## src/rtl/pushbutton_event_decoder.sv

```systemverilog
// pushbutton_event_decoder: turns debounced button edges into click, double-click, long-press and auto-repeat pulses
module pushbutton_event_decoder #(
  parameter int CNT_W      = 24,
  parameter int LONG_CYC   = 10000000,
  parameter int DCLICK_CYC = 5000000,
  parameter int REPEAT_CYC = 2500000
) (
  input  logic       clk_i,
  input  logic       rstn_i,
  input  logic       pb_state_i,
  input  logic       pb_down_i,
  input  logic       pb_up_i,
  output logic       click_o,
  output logic       dclick_o,
  output logic       long_o,
  output logic       repeat_o,
  output logic       busy_o,
  output logic [2:0] state_o
);
  typedef enum logic [2:0] {
    IDLE   = 3'd0,
    PRESS1 = 3'd1,
    WAIT2  = 3'd2,
    PRESS2 = 3'd3,
    HELD   = 3'd4
  } state_t;
  localparam longint TMAX = (longint'(1) << CNT_W) - 1;
  localparam logic [CNT_W-1:0] LONG_LIM = CNT_W'(LONG_CYC - 1);
  localparam logic [CNT_W-1:0] DCLK_LIM = CNT_W'(DCLICK_CYC - 1);
  localparam logic [CNT_W-1:0] REP_LIM  = CNT_W'(REPEAT_CYC - 1);
  localparam bit REP_ON = REPEAT_CYC != 0;
  if (LONG_CYC == 0 || DCLICK_CYC == 0 || longint'(LONG_CYC) > TMAX ||
      longint'(DCLICK_CYC) > TMAX || longint'(REPEAT_CYC) > TMAX) begin : g_bad_param
    $error("pushbutton_event_decoder: timing parameter out of range for CNT_W");
  end
  state_t state;
  logic [CNT_W-1:0] timer;
  assign state_o = state;
  // Event FSM: timer restarts on every state entry, simultaneous down/up edges freeze the state
  always_ff @(posedge clk_i or negedge rstn_i) begin
    if (!rstn_i) begin
      state    <= IDLE;
      timer    <= '0;
      click_o  <= 1'b0;
      dclick_o <= 1'b0;
      long_o   <= 1'b0;
      repeat_o <= 1'b0;
      busy_o   <= 1'b0;
    end else begin
      click_o  <= 1'b0;
      dclick_o <= 1'b0;
      long_o   <= 1'b0;
      repeat_o <= 1'b0;
      timer    <= &timer ? timer : timer + 1'b1;
      if (!(pb_down_i && pb_up_i)) begin
        unique case (state)
          IDLE:
            if (pb_down_i) begin
              state  <= PRESS1;
              timer  <= '0;
              busy_o <= 1'b1;
            end
          PRESS1:
            if (pb_up_i) begin
              state <= WAIT2;
              timer <= '0;
            end else if (!pb_state_i) begin
              state  <= IDLE;
              timer  <= '0;
              busy_o <= 1'b0;
            end else if (timer == LONG_LIM) begin
              state  <= HELD;
              timer  <= '0;
              long_o <= 1'b1;
            end
          WAIT2:
            if (pb_down_i) begin
              state <= PRESS2;
              timer <= '0;
            end else if (timer == DCLK_LIM) begin
              state   <= IDLE;
              timer   <= '0;
              busy_o  <= 1'b0;
              click_o <= 1'b1;
            end
          PRESS2:
            if (pb_up_i) begin
              state    <= IDLE;
              timer    <= '0;
              busy_o   <= 1'b0;
              dclick_o <= 1'b1;
            end else if (!pb_state_i) begin
              state  <= IDLE;
              timer  <= '0;
              busy_o <= 1'b0;
            end else if (timer == LONG_LIM) begin
              state    <= HELD;
              timer    <= '0;
              dclick_o <= 1'b1;
            end
          HELD:
            if (pb_up_i || !pb_state_i) begin
              state  <= IDLE;
              timer  <= '0;
              busy_o <= 1'b0;
            end else if (REP_ON && timer == REP_LIM) begin
              timer    <= '0;
              repeat_o <= 1'b1;
            end
          default: begin
            state  <= IDLE;
            timer  <= '0;
            busy_o <= 1'b0;
          end
        endcase
      end
    end
  end
endmodule

```

## config.mk

```make
export PLATFORM = sky130hd
export DESIGN_NAME = pushbutton_event_decoder
export DESIGN_NICKNAME = d
export VERILOG_FILES = /design/src/rtl/pushbutton_event_decoder.sv
export SDC_FILE = /design/constraint.sdc
export NUM_CORES = 1
export LEC_CHECK = 0
export BUFFER_PORTS_ARGS = -buffer_cell sky130_fd_sc_hd__buf_2
export CORE_ASPECT_RATIO = 1.75
export CORE_UTILIZATION = 60
export DETAILED_ROUTE_END_ITERATION = 8
export PLACE_DENSITY = 0.86
export SLEW_MARGIN = 25
export SYNTH_ARGS = -nofsm -noshare
export SYNTH_HDL_FRONTEND = slang
export SYNTH_SLANG_ARGS = --single-unit
```

## constraint.sdc

```tcl
create_clock -name clk_i -period 3.1 [get_ports clk_i]
set_input_delay 0.62 -clock clk_i [delete_from_list [all_inputs] [get_ports clk_i]]
set_output_delay 0.62 -clock clk_i [all_outputs]
set_load 0.02 [all_outputs]
```

==> flow_summary.toml <==
[outcome]
status = "completed"

[finish]
drive_gt1_share_pct = 25.4
nets = 233
area_growth_syn_to_layout_pct = 10.0
regArea_um2 = 801
fillers = 276
final_cell_mix = "32 x dfrtp_1, 19 x nand2_1, 15 x o21ai_0"
diodes = 0
instances_no_fill = 271
design_area_mm2 = 0.00222
layout_commonest_cell = "dfrtp_1"
multiInputGateArea_mm2 = 0.00116

[setup_path]
crit_family = "simple AND/OR/NAND/NOR gates"
cp_data_arrival_time_ns = 2.57
path_buf_inv = 0
cp.required_ns = 3.31
rrSetupSlack_ns = 0.73
critPathKind = "reg -> reg"
crit_path_start_kind = "flop"
worstSetupEndpointType = "flop"
critPathMaxFanout = 9
cpPeakStageDelay_ns = 0.77
crit_chain = "ha_1, nand4_1, or4_1, o2111ai_1, o21ai_0, a21oi_1"
slowest_stage = "or4_1"

[logic_synthesis]
synth_largest_area_cell = "dfrtp_1"
netlist_instances = 213
synth_nets = 219
ys_seq_elements = 32
synth_area_mm2 = 0.00202
synth_warnings = 0
yosysTopAreaCellShare_pct = 39.6
synth_top_cells_by_area = "dfrtp_1 40%, a21oi_2 3.9%, xor2_1 3.9%"
synth_cell_types = 52
avgSynthCellArea_um2 = 9.49
yosysSeqAreaShare_pct = 39.6

[floorplanning]
rows = 27
dieArea_mm2 = 0.00361
core_area_mm2 = 0.00318
die_w_um = 45.9
io_pins = 13
start_util_pct = 63.6
die_y_um = 78.8

[clocking]
cts-root-buf = "clkbuf_8"
clock_path_buffers = 2
cts_tree = "built"
cts-resized-gates = 0
cts.sinks = 32
post_cts_buffers = 0
htreeDepth = 2
clock_latency_ns = 0.29
cts-buffers-inserted = 5
clk_pin_slew_ns = 0.07
hold_buffers = 0

[timing]
tightest_slew_ns = 0.727
setup_viol = 0
finalCritPeriodShare_pct = 76.4
slew_headroom_pct = 51.5
slew_viol_final = 0
fin_setup_tns_ns = 0
hold-worst-slack_ns = 0.382
fmax_ghz = 0.422
finClkSkew_ns = 0.00977
rsz0062_at_grt = "false"
period_needed_ns = 2.37
hold_violations = 0

[detailed_routing]
vias_per_cell = 6.38
drt_iter0_markers = 44
route.vias.total = 1729
drtPass1Iterations = 4
wirelength_mm = 4.46
postRouteAntennaNets = 0
routedWlPerCell_um = 16.4
drt_drc_violations_left = 0

[placement]
gp_congestion = 0.932
port_buffers = 12
placed_area_mm2 = 0.00210
place_inst = 263
dp.final_hpwl_mm = 3.31

[grt]
grt_pass1_vias = 1692
grt_util_met2_pct = 51.1
grt_use_met3_pct = 5.00
grt_usage_pct = 28.4
grtUsageMet1_pct = 28.6
top_usage_layer = "met2"
antenna_found_initial = 0
grt_start_max_net_pins = 33
grt_pass1_wl_mm = 7.49
gr-total-overflow = 0

[pwr]
vdd_ir_drop_max_v = 0.000395
power_density_mw_per_mm2 = 567
leakage_nw = 0.861
p_total_mw = 1.26

[worst_hold_path]
hold_path_class = "in -> async"

[job]
drv_cap = 0
## logic make-up (layout without fill, tap and decap cells)
kind of cell	Yosys count	after routing	synth area share, %
simple gates	103	103	31.2
compound gates	56	56	20.6
flops	32	32	39.6
xor+xnor	11	11	4.77
buf+inv	10	25	3.16
fa+ha+maj	1	1	0.619
## power breakdown
| part | switching [mW] | internal, mW | leakage, nW |
|---|---|---|---|
| combinational | 0.196 | 0.120 | 0.359 |
| clock | 0.153 | 0.283 | 0.0645 |
| sequential | 0.0547 | 0.454 | 0.438 |
| total | 0.403 | 0.858 | 0.861 |
## state kept, by name (all words and copies together) (netlist names)
signal / flops
click_o: 1
timer: 24
long_o: 1
dclick_o: 1
repeat_o: 1
busy_o: 1
state_o: 3
## synth_stat cells (all sizes together)
cell     instances
a2111oi          1
a211oi           1
a21oi           15
a311oi           1
a31oi            1
and2             2
and2b            1
and3             4
and3b            1
and4b            1
and4bb           1
buf              3
clkbuf           4
dfrtp           32
ha               1
inv              3
nand2           19
nand3            9
nand4            9
nand4b           1
nor2            21
nor2b            5
nor3             9
nor3b            2
nor4             1
nor4b            1
o2111ai          4
o211ai           5
o21a             1
o21ai           20
o21ba            1
o21bai           1
o221ai           2
o31ai            2
o32a             1
or2              2
or3             10
or4              3
or4b             1
xnor2            2
xor2             9
## stage by stage
stage               util (%)  worst slack, ns
floorplan                  -            0.954
global placement        66.0            0.769
detailed placement      66.0            0.764
CTS                     70.0            0.743
global route            70.0            0.624
finish                  70.0            0.732
## per-layer routing
layer  wire (µm)  vias up
met1        1730      856
li1            -      823
met2        2480       36
met3         113       14
met4         134        0
met5           0        -
## area by class of cell
class	count	share of cell area [%]
multi-input cells	171	52.0
flip-flops and latches	32	36.0
clock buffers	7	4.33
repair buffers	14	3.38
well taps	43	2.42
clock inverters	1	1.35
inverters	3	0.506
## path summary, 6_finish.rpt
path,startpoint,to,cells past startpoint
worst max-delay path,timer[0],timer[23],6
worst min-delay path,rstn_i,timer[5],1
worst max register to register,timer[0],timer[23],6
worst min register to register,timer[1],timer[1],2
max in group asynchronous,rstn_i,timer[23],1
min in group clk_i,timer[1],timer[1],2
Note: power is estimated with default switching activity, not from simulation.
